--- src/rtl/fetch_redirect_ctrl_pkg.sv ---
// Shared types and constants for the fetch/redirect controller: state encoding,
// datapath widths and the default bubble instruction.
package fetch_redirect_ctrl_pkg;

    localparam int PC_W    = 16;
    localparam int INSTR_W = 16;

    localparam logic [PC_W-1:0]    PC_INC        = 16'd2;
    localparam logic [INSTR_W-1:0] DEF_NOP_INSTR = 16'h0800;

    typedef enum logic [1:0] {
        ST_FETCH  = 2'd0,
        ST_WAIT   = 2'd1,
        ST_HOLD   = 2'd2,
        ST_HALTED = 2'd3
    } fetch_state_e;

endpackage

--- src/rtl/fetch_redirect_ctrl_if.sv ---
// Instruction-memory request/response handshake between fetch (master) and the
// memory or cache (slave).
interface fetch_redirect_ctrl_if;
    import fetch_redirect_ctrl_pkg::*;

    logic               imem_req;
    logic [PC_W-1:0]    imem_addr;
    logic               imem_ready;
    logic [INSTR_W-1:0] imem_rdata;

    modport master (
        output imem_req,
        output imem_addr,
        input  imem_ready,
        input  imem_rdata
    );

    modport slave (
        input  imem_req,
        input  imem_addr,
        output imem_ready,
        output imem_rdata
    );

endinterface

--- src/rtl/fetch_redirect_ctrl_if_id.sv ---
// IF/ID pipeline register: flush has priority over load; with neither asserted
// the contents are held (decode stall or fetch still in progress).
module fetch_redirect_ctrl_if_id
    import fetch_redirect_ctrl_pkg::*;
#(
    parameter logic [INSTR_W-1:0] NOP_INSTR = DEF_NOP_INSTR
) (
    input  logic               clk,
    input  logic               rst_n,
    input  logic               load,
    input  logic               flush,
    input  logic [INSTR_W-1:0] load_instr,
    input  logic [PC_W-1:0]    load_pc_plus2,
    output logic               valid,
    output logic [INSTR_W-1:0] instr,
    output logic [PC_W-1:0]    pc_plus2
);

    // NOTE: state is written with non-blocking assignments so every flop samples
    // pre-edge values regardless of the order blocks are evaluated.
    always_ff @(posedge clk or negedge rst_n) begin
        if (!rst_n) begin
            valid    <= 1'b0;
            instr    <= NOP_INSTR;
            pc_plus2 <= '0;
        end else if (flush) begin
            valid    <= 1'b0;
            instr    <= NOP_INSTR;
            pc_plus2 <= '0;
        end else if (load) begin
            valid    <= 1'b1;
            instr    <= load_instr;
            pc_plus2 <= load_pc_plus2;
        end
    end

endmodule

--- src/rtl/fetch_redirect_ctrl.sv ---
// Fetch-side PC, instruction-memory handshake and IF/ID control. Handles misses
// with redirects arriving mid-miss, decode stalls via a one-entry skid, and halt.
module fetch_redirect_ctrl
    import fetch_redirect_ctrl_pkg::*;
#(
    parameter logic [PC_W-1:0]    RESET_PC  = 16'h0000,
    parameter logic [INSTR_W-1:0] NOP_INSTR = DEF_NOP_INSTR
) (
    input  logic                   clk,
    input  logic                   rst_n,
    input  logic                   stall_in,
    input  logic                   redir_valid,
    input  logic [PC_W-1:0]        redir_target,
    input  logic                   halt_in,
    fetch_redirect_ctrl_if.master  imem,
    output logic                   if_valid,
    output logic [INSTR_W-1:0]     if_instr,
    output logic [PC_W-1:0]        if_pc_plus2,
    output logic                   flush_id,
    output logic                   halted
);

    fetch_state_e       state;
    logic [PC_W-1:0]    pc;
    logic [PC_W-1:0]    pc_plus2;
    logic [PC_W-1:0]    saved_target;
    logic [INSTR_W-1:0] skid;
    logic               drop_pending;
    logic               halt_pending;
    logic               redir_acc;
    logic               req;
    logic               ifid_load;
    logic               ifid_flush;
    logic [INSTR_W-1:0] ifid_instr;

    assign redir_acc = redir_valid & ~stall_in & ~halt_in;
    assign pc_plus2  = pc + PC_INC;

    // NOTE: every signal assigned in always_comb gets a default first, so no
    // path can leave it unassigned and infer a latch.
    always_comb begin
        req = 1'b0;
        case (state)
            ST_FETCH: req = ~stall_in & ~redir_acc & ~halt_in;
            ST_WAIT:  req = 1'b1;
            default:  req = 1'b0;
        endcase
    end

    // Gated with rst_n so the request drops the instant reset asserts.
    assign imem.imem_req  = rst_n & req;
    assign imem.imem_addr = pc;
    assign flush_id       = redir_acc & (state != ST_HALTED);
    assign halted         = (state == ST_HALTED);

    always_comb begin
        ifid_load  = 1'b0;
        ifid_flush = 1'b0;
        ifid_instr = imem.imem_rdata;
        case (state)
            ST_FETCH: begin
                if (halt_in || redir_acc) ifid_flush = 1'b1;
                else if (req) begin
                    if (imem.imem_ready) ifid_load  = 1'b1;
                    else                 ifid_flush = 1'b1;
                end
            end
            ST_WAIT: begin
                if (halt_in || redir_acc) ifid_flush = 1'b1;
                else if (imem.imem_ready && !drop_pending && !halt_pending && !stall_in)
                    ifid_load = 1'b1;
            end
            ST_HOLD: begin
                if (halt_in) ifid_flush = 1'b1;
                else if (!stall_in) begin
                    if (redir_acc) ifid_flush = 1'b1;
                    else begin
                        ifid_load  = 1'b1;
                        ifid_instr = skid;
                    end
                end
            end
            default: ;
        endcase
    end

    always_ff @(posedge clk or negedge rst_n) begin
        if (!rst_n) begin
            state        <= ST_FETCH;
            pc           <= RESET_PC;
            saved_target <= '0;
            skid         <= '0;
            drop_pending <= 1'b0;
            halt_pending <= 1'b0;
        end else begin
            case (state)
                ST_FETCH: begin
                    if (halt_in)        state <= ST_HALTED;
                    else if (redir_acc) pc    <= redir_target;
                    else if (req) begin
                        if (imem.imem_ready) pc    <= pc_plus2;
                        else                 state <= ST_WAIT;
                    end
                end
                ST_WAIT: begin
                    if (imem.imem_ready) begin
                        drop_pending <= 1'b0;
                        halt_pending <= 1'b0;
                        // A redirect landing with the data still wins: the data is stale.
                        if (drop_pending || redir_acc) begin
                            pc    <= redir_acc ? redir_target : saved_target;
                            state <= ST_FETCH;
                        end else if (halt_pending || halt_in) begin
                            state <= ST_HALTED;
                        end else if (stall_in) begin
                            skid  <= imem.imem_rdata;
                            state <= ST_HOLD;
                        end else begin
                            pc    <= pc_plus2;
                            state <= ST_FETCH;
                        end
                    end else if (halt_in) begin
                        halt_pending <= 1'b1;
                    end else if (redir_acc) begin
                        drop_pending <= 1'b1;
                        saved_target <= redir_target;
                    end
                end
                ST_HOLD: begin
                    if (halt_in) state <= ST_HALTED;
                    else if (!stall_in) begin
                        pc    <= redir_acc ? redir_target : pc_plus2;
                        state <= ST_FETCH;
                    end
                end
                default: ;
            endcase
        end
    end

    fetch_redirect_ctrl_if_id #(
        .NOP_INSTR (NOP_INSTR)
    ) u_if_id (
        .clk           (clk),
        .rst_n         (rst_n),
        .load          (ifid_load),
        .flush         (ifid_flush),
        .load_instr    (ifid_instr),
        .load_pc_plus2 (pc_plus2),
        .valid         (if_valid),
        .instr         (if_instr),
        .pc_plus2      (if_pc_plus2)
    );

endmodule

--- src/flat_wrapper.sv ---
// flat-port wrapper written by rule: the top's interface ports become plain ports
module fetch_redirect_ctrl_flat import fetch_redirect_ctrl_pkg::*;
#(
    parameter logic [PC_W-1:0]    RESET_PC  = 16'h0000,
    parameter logic [INSTR_W-1:0] NOP_INSTR = DEF_NOP_INSTR
)
  (clk, rst_n, stall_in, redir_valid, redir_target, halt_in, if_valid, if_instr, if_pc_plus2, flush_id, halted, imem_imem_req, imem_imem_addr, imem_imem_ready, imem_imem_rdata);
  fetch_redirect_ctrl_if imem_i ();
  input  logic clk;
  input  logic rst_n;
  input  logic stall_in;
  input  logic redir_valid;
  input  logic [PC_W-1:0] redir_target;
  input  logic halt_in;
  output logic if_valid;
  output logic [INSTR_W-1:0] if_instr;
  output logic [PC_W-1:0] if_pc_plus2;
  output logic flush_id;
  output logic halted;
  output wire logic [$bits(imem_i.imem_req)-1:0] imem_imem_req;
  output wire logic [$bits(imem_i.imem_addr)-1:0] imem_imem_addr;
  input wire logic [$bits(imem_i.imem_ready)-1:0] imem_imem_ready;
  input wire logic [$bits(imem_i.imem_rdata)-1:0] imem_imem_rdata;
  assign imem_imem_req = imem_i.imem_req;
  assign imem_imem_addr = imem_i.imem_addr;
  assign imem_i.imem_ready = imem_imem_ready;
  assign imem_i.imem_rdata = imem_imem_rdata;
  fetch_redirect_ctrl #(.RESET_PC(RESET_PC), .NOP_INSTR(NOP_INSTR)) u_core (.clk(clk), .rst_n(rst_n), .stall_in(stall_in), .redir_valid(redir_valid), .redir_target(redir_target), .halt_in(halt_in), .imem(imem_i), .if_valid(if_valid), .if_instr(if_instr), .if_pc_plus2(if_pc_plus2), .flush_id(flush_id), .halted(halted));
endmodule
--- config.mk ---
export PLATFORM = sky130hd
export DESIGN_NAME = fetch_redirect_ctrl_flat
export DESIGN_NICKNAME = d
export VERILOG_FILES = /design/src/rtl/fetch_redirect_ctrl_pkg.sv /design/src/rtl/fetch_redirect_ctrl_if.sv /design/src/rtl/fetch_redirect_ctrl_if_id.sv /design/src/rtl/fetch_redirect_ctrl.sv /design/src/flat_wrapper.sv
export SDC_FILE = /design/constraint.sdc
export NUM_CORES = 1
export LEC_CHECK = 0
export BUFFER_PORTS_ARGS = -buffer_cell sky130_fd_sc_hd__buf_2
export CAP_MARGIN = 40
export CORE_UTILIZATION = 28
export DETAILED_ROUTE_END_ITERATION = 10
export PLACE_DENSITY = 0.45
export SLEW_MARGIN = 20
export SYNTH_ARGS = -nofsm -noshare
export SYNTH_HDL_FRONTEND = slang
export SYNTH_HIERARCHICAL = 1
export SYNTH_SLANG_ARGS = --single-unit
--- constraint.sdc ---
create_clock -name clk -period 3.21 [get_ports clk]
set_clock_uncertainty 0.1 [all_clocks]
set_input_delay 0.4815 -clock clk [delete_from_list [all_inputs] [get_ports clk]]
set_output_delay 0.4815 -clock clk [all_outputs]
set_load 0.005 [all_outputs]
==> results of run 1 <==
-- Yosys cell counts (all sizes together), types with 4 or more instances --
library cell | number | share of area, %
xor2 | 4 | 0.79
nand3 | 10 | 1.1
and2 | 4 | 0.56
nand2 | 19 | 1.6
clkbuf | 11 | 0.96
nor3 | 5 | 0.56
dfrtp | 84 | 47
buf | 17 | 3.1
and3 | 7 | 0.99
inv | 6 | 0.51
a21oi | 17 | 1.9
nor2 | 59 | 5.0
mux2i | 32 | 7.2
mux2 | 49 | 12
ha | 5 | 1.4
xnor2 | 9 | 1.8
nand4 | 5 | 0.85
o21ai | 29 | 3.3
nor2b | 7 | 0.99
-- cell families (layout without fill, tap and decap cells) --
kind of cell / Yosys count / after routing / share of synthesized area [%]
AND/OR/NAND/NOR: 128 / 128 / 13.9
flip-flops: 85 / 85 / 48.0
multiplexers: 81 / 81 / 19.7
AO/OA/AOI/OAI: 71 / 71 / 9.83
buffers and inverters: 34 / 123 / 4.60
XOR/XNOR: 13 / 13 / 2.57
adder cells (fa/ha/maj): 5 / 5 / 1.41
-- power groups by stage --
stage          clock, µW  sequential, µW  combinational [µW]
4_1_cts              999            1850                1690
5_1_grt             1050            1910                1890
6_report             964            1840                1670
3_5_place_dp           0            1870                1690
3_3_place_gp           0            1850                1660
2_1_floorplan          0            1780                1180
-- state kept, by name, indices dropped and copies added, names as in the netlist --
name	count
u_core/state	2
u_core/drop_pending	1
u_core/halt_pending	1
u_core/saved_target	16
u_core/skid	16
u_core/u_if_id/instr	16
u_core/u_if_id/pc_plus2	16
u_core/u_if_id/valid	1
u_core/imem.imem_addr	16
-- final timing paths --
kind | startpoint | endpoint
min in group asynchronous | rst_n | u_core/skid[6]
min | redir_target[4] | u_core/saved_target[4]
max | u_core/state[1] | u_core/u_if_id/pc_plus2[11]
max reg2reg | u_core/state[1] | u_core/u_if_id/pc_plus2[11]
max in group asynchronous | rst_n | u_core/saved_target[10]
min reg2reg | u_core/saved_target[14] | u_core/saved_target[14]
-- area by class of cell --
class,instances,share of cell area (%)
clock buffers,10,4.28
repair buffers,101,10.3
inverters,6,0.421
multi-input cells,298,39.5
flip-flops and latches,85,39.8
clock inverters,6,0.749
well taps,211,4.94
-- layer usage --
layer | GRT usage [%] | wire length (µm) | vias to the layer above
met3 | 3.13 | 454 | 12
met4 | 6.02 | 176 | 0
met1 | 20.8 | 5730 | 1612
li1 | - | - | 1650
met5 | 0 | 0 | -
met2 | 21.2 | 4950 | 66
-- per-stage QoR --
| step | hold slack (ns) | utilization [%] |
|---|---|---|
| 6_report | 0.285 | 34.9 |
| 5_1_grt | 0.274 | 34.9 |
| 4_1_cts | 0.268 | 34.9 |
| 3_5_place_dp | 0.305 | 33.1 |
| 3_3_place_gp | 0.308 | 33.1 |
| 2_1_floorplan | 0.0859 | - |
-- what timing repair did --
action	in CTS	in global routing
resized for setup	0	0
setup endpoints to repair	0	0
endpoints found under the hold margin	20	0
hold buffers	1	0
==> qor.txt, run 1 <==
Switching power summed over all nets -> 1670 µW
Prevailing post-synth register cell -> sky130_fd_sc_hd__dfrtp_1
Clock root cell -> sky130_fd_sc_hd__clkbuf_16
Number of violations of the max-capacitance limit -> 0
Buffers and inverters on the worst path -> 2
Total wire length -> 11300 µm
WP data arrival -> 2.95 ns
Fraction of power spent switching nets -> 37.4%
Most used cells in the layout excluding fill and tap cells -> sky130_fd_sc_hd__buf_2, sky130_fd_sc_hd__dfrtp_1, sky130_fd_sc_hd__nor2_1, sky130_fd_sc_hd__mux2_2, sky130_fd_sc_hd__mux2i_1
Number of detailed-route iterations in the first pass -> 4
Count of non-filler cells in the finished layout -> 717
Proportion of power drawn by combinational gates -> 37.3%
Cell Chain, Critical Path -> inv_1, ha_1, o21ai_0, or4b_2, a21oi_4, buf_12, mux2i_1, nor2_1
Maximum level of the CTS H-tree -> 3
EDFF count, synth -> 0
RSZ-0062 raised after global routing -> no
Post-detail-place hpwl -> 7900 µm
Final setup fails -> 0
Minimum period implied by the final worst setup slack -> 2.84 ns
Number of diodes added for antenna fixing -> 0
Post-Place Worst Slack -> 0.386 ns
Flip-flop and latch area -> 2130 µm²
Die area -> 16300 µm²
Final-layout setup total negative slack -> 0 ns
Clock latency on the worst-skew pair -> 0.34 ns
Iteration-0 DRC Markers -> 169
Summed instance area of the synthesized netlist -> 4430 µm²
Leakage power of the design -> 0.00245 µW
Number of setup buffers added after CTS -> 0
Residual DRC -> 0
Gp weighted congestion -> 0.757
Internal reg-to-reg setup slack -> 0.37 ns
Via count -> 3340
Final hold violation count -> 0
Cell count after placement -> 700
Pwr dens -> 837 nW/µm²
Area of the multi-input gates -> 2110 µm²
Count of pins on the block boundary -> 90
Clk sink count -> 85
Stage delay of the slowest cell on the critical path -> 0.71 ns
Critical path data required time -> 3.32 ns
Synth Net Count -> 460
CTS tree -> done
Average wire length per cell after detail routing -> 15.8 µm
Antenna violations before repair -> 0
Share of synthesized registers carrying an async set or reset -> 100%
Filler cell count in the final layout -> 1608
GRT Residual Overflow -> 0
Antenna violation net count after detailed routing -> 0
Final max-slew violation count -> 0
Critical Path Source Type -> register
Worst setup slack after layout -> 0.371 ns
CP max FO -> 34
Cell area reported after detailed placement -> 5070 µm²
Cell internal pwr -> 2800 µW
Most frequent standard cell in the layout excluding fill and tap cells -> sky130_fd_sc_hd__buf_2
Pwr Total -> 4480 µW
Count of distinct cell types in the synthesized netlist -> 50
Top delay family on crit path -> simple AND/OR/NAND/NOR gates
Floorplan Core Area -> 15300 µm²
Type of element capturing the critical path -> register
Chip height -> 128 µm
Max clock buf depth -> 2
Avg Inst Size Synth -> 10.6 µm²
First-pass GRT wire length -> 18200 µm
Fraction of final layout cells with drive strength greater than 1 -> 33.8%
Peak supply drop -> 284 µV
Share of synthesized area occupied by flip-flops and latches -> 48.0%
Max frequency -> 352 MHz
Number of warnings printed during yosys synthesis -> 6
Vias in the first global route -> 3265
Register bit count reported by yosys -> 85
Global-route usage over all layers -> 14.6%
Horizontal die dimension -> 128 µm
Post-Layout Inst Area -> 5350 µm²
Maximum number of pins on one net before global-route repair -> 37
Least-Margin Pin Slew -> 0.749 ns
Crit Path Category -> reg2reg
Synthesized netlist cell count -> 417
Worst-case headroom to the max-slew limit -> 50.0%
Number of cells on the critical path -> 8
Layout net count -> 544
Share of power burned in registers -> 41.2%
Final period util -> 88.4%
Clk pin slew, worst setup/hold paths -> 0.07 ns
Proportion of power drawn by the clock network -> 21.5%
Number of input and output port buffers inserted -> 89
Mean number of vias per cell -> 4.66
Slowest-stage cell, CP -> sky130_fd_sc_hd__or4b_2
Row cnt -> 45
Path class of the lowest-slack min-delay path -> in2reg
Result of the run -> finished clean
Cell depth of the worst hold path -> 2
Depth of the worst register-to-register path -> 8
Initial Util -> 28.9%
Layout overhead on the synthesized area -> 20.7%
Number of CTS-inserted buffers -> 9
(Power assumes the default switching activity.)
==> run 2, diff against run 1 <==
--- a/config.mk
+++ b/config.mk
@@ -5,6 +5,7 @@
 export SDC_FILE = /design/constraint.sdc
 export NUM_CORES = 1
 export LEC_CHECK = 0
+export ABC_AREA = 1
 export BUFFER_PORTS_ARGS = -buffer_cell sky130_fd_sc_hd__buf_2
 export CAP_MARGIN = 40
 export CORE_UTILIZATION = 28
==> run 2 against run 1 <==
Net effect:
- sequential share of layout area is 2.3 points lower
- wire length up 19%
- clock-buffer cell count fell by 1
- hold slack lost 0.028 ns
- synthesized area grew 7.4%
- sequential power fell by 4%
- critical path depth increased by 3
- design area rose by 6.2%
- register-to-register slack improved by 0.34 ns
- via count up 31%
- combinational power grew 31%
- largest power group is now combinational logic
- highest routed layer unchanged
==> qor.txt, run 2 <==
HP Start -> redir_target[13]
First-pass GRT wire length -> 22100 µm (+21%)
Minimum period implied by the final worst setup slack -> 2.49 ns (-0.344 ns)
Number of detailed-route iterations in the first pass -> 5 (+1)
Peak supply drop -> 362 µV (+27%)
Type of element capturing the critical path -> register
Least-Margin Pin Slew -> 0.641 ns (-0.108 ns)
Final hold violation count -> 0 (unchanged)
Number of cells upsized or downsized after cts -> 0 (unchanged)
Maximum number of pins on one net before global-route repair -> 34 (-8.1%)
Worst setup slack after layout -> 0.715 ns (+0.344 ns)
Clk pin slew, worst setup/hold paths -> 0.07 ns (about the same)
GRT Residual Overflow -> 0 (unchanged)
Synth Net Count -> 698 (+52%)
Via count -> 4376 (+31%)
Post-synth top area share -> 44.2% (-3.3 points)
Gp weighted congestion -> 0.861 (+14%)
Share of power burned in registers -> 35.7% (-5.5 points)
Antenna violation net count after detailed routing -> 0 (unchanged)
Die area -> 17500 µm² (+7.3%)
Global-route usage over all layers -> 16.1% (+1.6 points)
Filler cell count in the final layout -> 1863 (+16%)
Count of pins on the block boundary -> 90 (unchanged)
Number of hold buffers added after CTS -> 1 (unchanged)
Layout net count -> 781 (+44%)
Result of the run -> finished clean
Antenna violations before repair -> 0 (unchanged)
Cell type contributing the most total cell area after synthesis -> sky130_fd_sc_hd__dfrtp_1
Cell with the most instances after synthesis -> sky130_fd_sc_hd__nand2_1
Iteration-0 DRC Markers -> 319 (+89%)
Horizontal die dimension -> 132 µm (+3.6%)
Proportion of power drawn by combinational gates -> 43.9% (+6.6 points)
Worst-case headroom to the max-slew limit -> 57.2% (+7.3 points)
Final period util -> 77.7% (-11 points)
Residual DRC -> 0 (unchanged)
Number of input and output port buffers inserted -> 89 (unchanged)
Mean number of vias per cell -> 4.54 (-2.5%)
Final-layout setup total negative slack -> 0 ns (unchanged)
Proportion of power drawn by the clock network -> 20.4% (-1.1 points)
Detailed-route wire length on metal 1 -> 6620 µm (+16%)
Fraction of power spent switching nets -> 43.3% (+5.9 points)
Prevailing post-synth register cell -> sky130_fd_sc_hd__dfrtp_1
Critical path data required time -> 3.34 ns (+0.02 ns)
Max frequency -> 401 MHz (+14%)
Row cnt -> 47 (+4.4%)
Cell internal pwr -> 2820 µW (+0.65%)
Clock latency on the worst-skew pair -> 0.34 ns (about the same)
Chip height -> 132 µm (+3.6%)
Number of warnings printed during yosys synthesis -> 6 (unchanged)
Highest metal layer with signal wires -> met4
Maximum level of the CTS H-tree -> 3 (unchanged)
Pwr dens -> 876 nW/µm² (+4.6%)
Clk sink count -> 85 (unchanged)
Summed instance area of the synthesized netlist -> 4760 µm² (+7.4%)
Internal reg-to-reg setup slack -> 0.72 ns (+0.34 ns)
Cell depth of the worst hold path -> 3 (+1)
Most frequent cells after synthesis -> sky130_fd_sc_hd__nand2_1, sky130_fd_sc_hd__dfrtp_1, sky130_fd_sc_hd__nand3_1
Average wire length per cell after detail routing -> 13.9 µm (-12%)
Met3 routed wirelength -> 703 µm (+55%)
Vias in the first global route -> 4111 (+26%)
CTS tree -> done
Path class of the lowest-slack min-delay path -> in2reg
Number of diodes added for antenna fixing -> 0 (unchanged)
Flip-flop and latch area -> 2130 µm² (unchanged)
Avg Inst Size Synth -> 7.26 µm² (-32%)
RSZ-0062 raised after global routing -> no
Critical Path Source Type -> register
Register bit count reported by yosys -> 85 (unchanged)
Share of the core filled with cells -> 34.2% (-0.69 points)
Post-Place Worst Slack -> 0.750 ns (+0.364 ns)
Number of CTS-inserted buffers -> 9 (unchanged)
Share of synthesized area occupied by flip-flops and latches -> 44.7% (-3.3 points)
Launching point of the worst reg2reg path -> u_core/state[1]
Clock root cell -> sky130_fd_sc_hd__clkbuf_16
Share of synthesized registers carrying an async set or reset -> 100% (unchanged)
Most frequent standard cell in the layout excluding fill and tap cells -> sky130_fd_sc_hd__nand2_1
Worst r2r dst -> u_core/imem.imem_addr[4]
Total wire length -> 13400 µm (+19%)
Endpoint of the worst hold path -> u_core/saved_target[13]
Number of violations of the max-capacitance limit -> 0 (unchanged)
Most used cells in the layout excluding fill and tap cells -> sky130_fd_sc_hd__nand2_1, sky130_fd_sc_hd__buf_2, sky130_fd_sc_hd__dfrtp_1, sky130_fd_sc_hd__nand3_1, sky130_fd_sc_hd__inv_1
Floorplan Core Area -> 16600 µm² (+8.3%)
Number of setup buffers added after CTS -> 0 (unchanged)
Leakage power of the design -> 0.00307 µW (+25%)
WP data arrival -> 2.62 ns (-0.33 ns)
Final max-slew violation count -> 0 (unchanged)
CP max FO -> 18 (-47%)
Fraction of final layout cells with drive strength greater than 1 -> 18.6% (-15 points)
Crit Path Category -> reg2reg
Initial Util -> 28.7% (-0.24 points)
Wire length on met2 -> 5990 µm (+21%)
Top cells by area in the synthesized netlist -> sky130_fd_sc_hd__dfrtp_1, sky130_fd_sc_hd__nand2_1, sky130_fd_sc_hd__nand3_1, sky130_fd_sc_hd__o21ai_0, sky130_fd_sc_hd__inv_1
Max clock buf depth -> 2 (unchanged)
Count of distinct cell types in the synthesized netlist -> 33 (-34%)
Area of the multi-input gates -> 2190 µm² (+3.7%)
Switching power summed over all nets -> 2150 µW (+28%)
Synthesized netlist cell count -> 655 (+57%)
Layout overhead on the synthesized area -> 19.4%
Post-detail-place hpwl -> 9750 µm (+23%)
Final setup fails -> 0 (unchanged)
EDFF count, synth -> 0 (unchanged)
Depth of the worst register-to-register path -> 11 (+3)
run 2: changes by cell type after synthesis, moves of 8 or more:
cell,change
sky130_fd_sc_hd__o21ai_1,+14
sky130_fd_sc_hd__inv_1,+48
sky130_fd_sc_hd__o21ai_0,+18
sky130_fd_sc_hd__nand3_1,+59
sky130_fd_sc_hd__nand2_1,+225
sky130_fd_sc_hd__mux2i_1,-32
sky130_fd_sc_hd__nor2_1,-18
sky130_fd_sc_hd__mux2_2,-49
sky130_fd_sc_hd__buf_6,+8
run 2: worst max-delay path: stages (launching register included):
cell	delay [ns]
sky130_fd_sc_hd__dfrtp_1	0.41
sky130_fd_sc_hd__inv_1	0.09
sky130_fd_sc_hd__ha_1	0.18
sky130_fd_sc_hd__inv_2	0.12
sky130_fd_sc_hd__nor2_1	0.21
sky130_fd_sc_hd__nor2_1	0.10
sky130_fd_sc_hd__nand2_1	0.09
sky130_fd_sc_hd__nor2_2	0.06
sky130_fd_sc_hd__nand2_1	0.39
sky130_fd_sc_hd__clkinv_2	0.37
sky130_fd_sc_hd__o21ai_1	0.17
sky130_fd_sc_hd__nand2_1	0.07
run 2: cell type report:
| cell class | instances | area share, % |
|---|---|---|
| clock buffers | 9 | 3.97 |
| clock inverters | 7 | 0.992 |
| inverters | 59 | 3.92 |
| multi-input cells | 480 | 38.6 |
| flip-flops and latches | 85 | 37.5 |
| well taps | 220 | 4.85 |
| repair buffers | 103 | 10.2 |
run 2: stage by stage:
step,power (µW),instance area [µm²],instances,hold WS (ns)
floorplan,3280,4760,655,0.0859
global placement,3930,5360,944,0.351
detailed placement,3990,5390,946,0.353
CTS,5030,5680,963,0.247
global route,5420,5680,963,0.259
finish,4970,5680,963,0.257
run 2: worst max path at each step:
stage,slack (ns),depth (start not counted),end,start
final,0.72,11,u_core/imem.imem_addr[4],u_core/state[1]
after global routing,0.51,11,u_core/imem.imem_addr[14],u_core/state[1]
after CTS,0.73,11,u_core/imem.imem_addr[4],u_core/state[1]
after detailed placement,0.75,11,u_core/imem.imem_addr[4],u_core/state[1]
after global placement,0.70,10,u_core/u_if_id/instr[12],u_core/state[1]
after floorplan,0.91,10,u_core/u_if_id/pc_plus2[6],u_core/state[1]
run 2: logic make-up (layout without fill, tap and decap cells):
kind of cell	Yosys count	in the layout	synth area share, %
XOR/XNOR	5	5	0.921
AO/OA/AOI/OAI	87	87	9.50
buffers and inverters	90	178	9.28
AND/OR/NAND/NOR	383	383	34.2
adder cells (fa/ha/maj)	5	5	1.32
flip-flops	85	85	44.7
run 2: per-layer routing:
layer	vias to the layer above	GRT usage [%]
met5	-	0
met4	0	4.79
met3	5	3.15
met2	93	24.6
met1	2022	23.0
li1	2256	-
run 2: power by group through the flow:
stage | Combinational, µW | Sequential [µW] | Clock (µW)
3_5_place_dp | 2190 | 1800 | 0
2_1_floorplan | 1530 | 1750 | 0
4_1_cts | 2200 | 1780 | 1050
5_1_grt | 2490 | 1840 | 1100
6_report | 2180 | 1770 | 1020
3_3_place_gp | 2140 | 1790 | 0
==> run 3, diff against run 2 <==
--- a/config.mk
+++ b/config.mk
@@ -5,12 +5,12 @@
 export SDC_FILE = /design/constraint.sdc
 export NUM_CORES = 1
 export LEC_CHECK = 0
-export ABC_AREA = 1
+export ABC_AREA = 0
 export BUFFER_PORTS_ARGS = -buffer_cell sky130_fd_sc_hd__buf_2
 export CAP_MARGIN = 40
 export CORE_UTILIZATION = 28
 export DETAILED_ROUTE_END_ITERATION = 10
-export PLACE_DENSITY = 0.45
+export PLACE_DENSITY = 0.47
 export SLEW_MARGIN = 20
 export SYNTH_ARGS = -nofsm -noshare
 export SYNTH_HDL_FRONTEND = slang
==> constraint.sdc (replaced) <==
create_clock -name clk -period 2.2 [get_ports clk]
set_clock_uncertainty 0.1 [all_clocks]
set_input_delay 0.33 -clock clk [delete_from_list [all_inputs] [get_ports clk]]
set_output_delay 0.33 -clock clk [all_outputs]
set_load 0.005 [all_outputs]
==> run 3 against run 2 <==
Net effect:
- the flow now finishes with violations (negative setup slack)
- design area up 0.24%
- core utilization up 2.9 points
- sequential power up 51%
- die area down 6.8%
- critical endpoint is now u_core/u_if_id/pc_plus2[12]
==> qor.txt, run 3 (same netlist as run 1, synthesis figures left out) <==
RSZ-0062 raised after global routing -> yes
Depth of the worst register-to-register path -> 9 (-2)
Floorplan Core Area -> 15300 µm² (-7.7%)
Residual DRC -> 0 (unchanged)
Clk pin slew, worst setup/hold paths -> 0.06 ns (about the same)
Met1 Usage GRT -> 20.3% (-2.7 points)
Via count -> 3441 (-21%)
Max frequency -> 450 MHz (+12%)
CP max FO -> 6 (-12)
Layout net count -> 568 (-27%)
CTS tree -> done
Pwr Total -> 6960 µW (+40%)
Initial Util -> 28.9% (+0.24 points)
Stage delay of the slowest cell on the critical path -> 0.53 ns (+0.12 ns)
Horizontal die dimension -> 128 µm (-3.4%)
Number of violations of the max-capacitance limit -> 0 (unchanged)
GR met2 Demand/Resource -> 22.0% (-2.6 points)
HP Start -> redir_target[5]
Number of input and output port buffers inserted -> 89 (unchanged)
Critical path data required time -> 2.33 ns (-1.01 ns)
Final hold violation count -> 0 (unchanged)
Die area -> 16300 µm² (-6.8%)
Clock root cell -> sky130_fd_sc_hd__clkbuf_16
Buffers and inverters on the worst path -> 3 (unchanged)
Final max-slew violation count -> 0 (unchanged)
Cell depth of the worst hold path -> 2 (-1)
Worst r2r dst -> u_core/u_if_id/pc_plus2[12]
Clk sink count -> 85 (unchanged)
Chip height -> 128 µm (-3.4%)
Peak supply drop -> 456 µV (+26%)
Number of diodes added for antenna fixing -> 0 (unchanged)
Final period util -> 101% (+23 points)
Maximum number of pins on one net before global-route repair -> 74 (+120%)
Gp weighted congestion -> 0.789 (-8.4%)
Number of CTS-inserted buffers -> 9 (unchanged)
Launching point of the worst reg2reg path -> u_core/state[0]
Crit Path Category -> reg2reg
Path class of the lowest-slack min-delay path -> in2reg
Internal reg-to-reg setup slack -> -0.02 ns (-0.74 ns)
Antenna violation net count after detailed routing -> 0 (unchanged)
Cell count after placement -> 716 (-24%)
Most used cells in the layout excluding fill and tap cells -> sky130_fd_sc_hd__buf_2, sky130_fd_sc_hd__dfrtp_1, sky130_fd_sc_hd__nor2_1, sky130_fd_sc_hd__mux2_2, sky130_fd_sc_hd__mux2i_1
Count of non-filler cells in the finished layout -> 741 (-23%)
Antenna violations before repair -> 0 (unchanged)
Top delay family on crit path -> simple AND/OR/NAND/NOR gates
Least-Margin Pin Slew -> 0.503 ns (-0.138 ns)
Post-Layout Inst Area -> 5690 µm² (+0.24%)
Pwr dens -> 1220 nW/µm² (+40%)
Cell area reported after detailed placement -> 5260 µm² (-2.4%)
Number of detailed-route iterations in the first pass -> 4 (-1)
Final setup fails -> 5 (+5)
Total wire length -> 11600 µm (-13%)
Slowest-stage cell, CP -> sky130_fd_sc_hd__or4b_4
Vias in the first global route -> 3311 (-19%)
Critical Path Source Type -> register
Most used routing layer -> met2
Fraction of final layout cells with drive strength greater than 1 -> 37.9% (+19 points)
Maximum level of the CTS H-tree -> 3 (unchanged)
Count of pins on the block boundary -> 90 (unchanged)
Post-detail-place hpwl -> 8060 µm (-17%)
GRT Residual Overflow -> 0 (unchanged)
Row cnt -> 45 (-4.3%)
Worst setup slack after layout -> -0.0211 ns (-0.736 ns)
Worst-case headroom to the max-slew limit -> 66.2% (+9.0 points)
Type of element capturing the critical path -> register
Global-route usage over all layers -> 14.4% (-1.7 points)
Clock latency on the worst-skew pair -> 0.34 ns (about the same)
Most frequent standard cell in the layout excluding fill and tap cells -> sky130_fd_sc_hd__buf_2
Max clock buf depth -> 2 (unchanged)
Cell Chain, Critical Path -> inv_2, ha_4, o21ai_2, or4b_4, a21oi_4, buf_12, clkbuf_16, mux2i_1, nor2_1
WP data arrival -> 2.35 ns (-0.27 ns)
Post-Place Worst Slack -> -0.0308 ns (-0.781 ns)
Endpoint of the worst hold path -> u_core/saved_target[5]
Final-layout setup total negative slack -> -0.0621 ns (-0.0621 ns)
Violations in the final reports -> negative setup slack
Average wire length per cell after detail routing -> 15.7 µm (+13%)
Minimum period implied by the final worst setup slack -> 2.22 ns (-0.274 ns)
Result of the run -> finished with violations
Leakage power of the design -> 0.00260 µW (-15%)
Mean number of vias per cell -> 4.64 (+2.2%)
First-pass GRT wire length -> 18200 µm (-18%)
Iteration-0 DRC Markers -> 176 (-45%)
Layout overhead on the synthesized area -> 28.5%
Met3 track demand over resource in global routing -> 2.75% (-0.40 points)
## run 3: cell types whose count changed in the layout (fill, tap and decap cells not counted), moves of 7 or more
| cell | before | now |
|---|---|---|
| sky130_fd_sc_hd__mux2_2 | 0 | 49 |
| sky130_fd_sc_hd__and3_1 | 0 | 7 |
| sky130_fd_sc_hd__o21ai_0 | 45 | 26 |
| sky130_fd_sc_hd__nand2_1 | 244 | 19 |
| sky130_fd_sc_hd__inv_1 | 54 | 4 |
| sky130_fd_sc_hd__nand3_1 | 69 | 10 |
| sky130_fd_sc_hd__nor2_1 | 41 | 58 |
| sky130_fd_sc_hd__o21ai_1 | 16 | 2 |
| sky130_fd_sc_hd__buf_4 | 11 | 24 |
| sky130_fd_sc_hd__mux2i_1 | 0 | 32 |
## run 3: what timing repair did
action / CTS / global route
setup buffers: 1 / 4
resized for setup: 1 / 12
cloned: 0 / 3
hold buffers: 1 / 0
pin swaps: 0 / 8
endpoints found under the hold margin: 12 / 0
endpoints found under the setup margin: 28 / 48
## run 3: how the worst max path moves through the flow
stage	start	to	depth (start not counted)
3_3_place_gp	u_core/state[0]	u_core/u_if_id/pc_plus2[11]	8
4_1_cts	u_core/state[0]	u_core/u_if_id/pc_plus2[12]	8
3_5_place_dp	u_core/state[0]	u_core/u_if_id/pc_plus2[12]	8
5_1_grt	u_core/state[1]	u_core/u_if_id/instr[15]	11
2_1_floorplan	u_core/state[1]	u_core/u_if_id/pc_plus2[10]	10
6_report	u_core/state[0]	u_core/u_if_id/pc_plus2[12]	9
## run 3: routing by layer
layer  wire length, µm  vias to the layer above  part of all wire, %
met3               474                       14                  4.1
met1              5780                     1660                   50
li1                  -                     1687                    -
met4               174                        0                  1.5
met2              5200                       80                   45
met5                 0                        -                    0
## run 3: layout make-up
type | count | area, µm²
Fill cell | 1556 | 9620
Multi-Input combinational cell | 298 | 2160
Sequential cell | 85 | 2130
Timing Repair Buffer | 125 | 855
Tap cell | 211 | 264
Clock buffer | 12 | 236
Clock inverter | 4 | 25.0
Inverter | 6 | 22.5
## run 3: metrics by stage
step                util (%)  hold slack, ns
floorplan                  -         -0.0656
detailed placement      34.3           0.105
global route            37.2           0.134
CTS                     36.2           0.125
finish                  37.2           0.137
global placement        34.3          0.0994
## run 3: power by group
| part | switching, µW | total [µW] | internal [µW] | leakage (µW) |
|---|---|---|---|---|
| combinational | 1450 | 2910 | 1460 | 0.00138 |
| sequential | 472 | 2670 | 2190 | 0.00110 |
| clock | 621 | 1380 | 763 | 0.000123 |
| total | 2540 | 6960 | 4420 | 0.00260 |
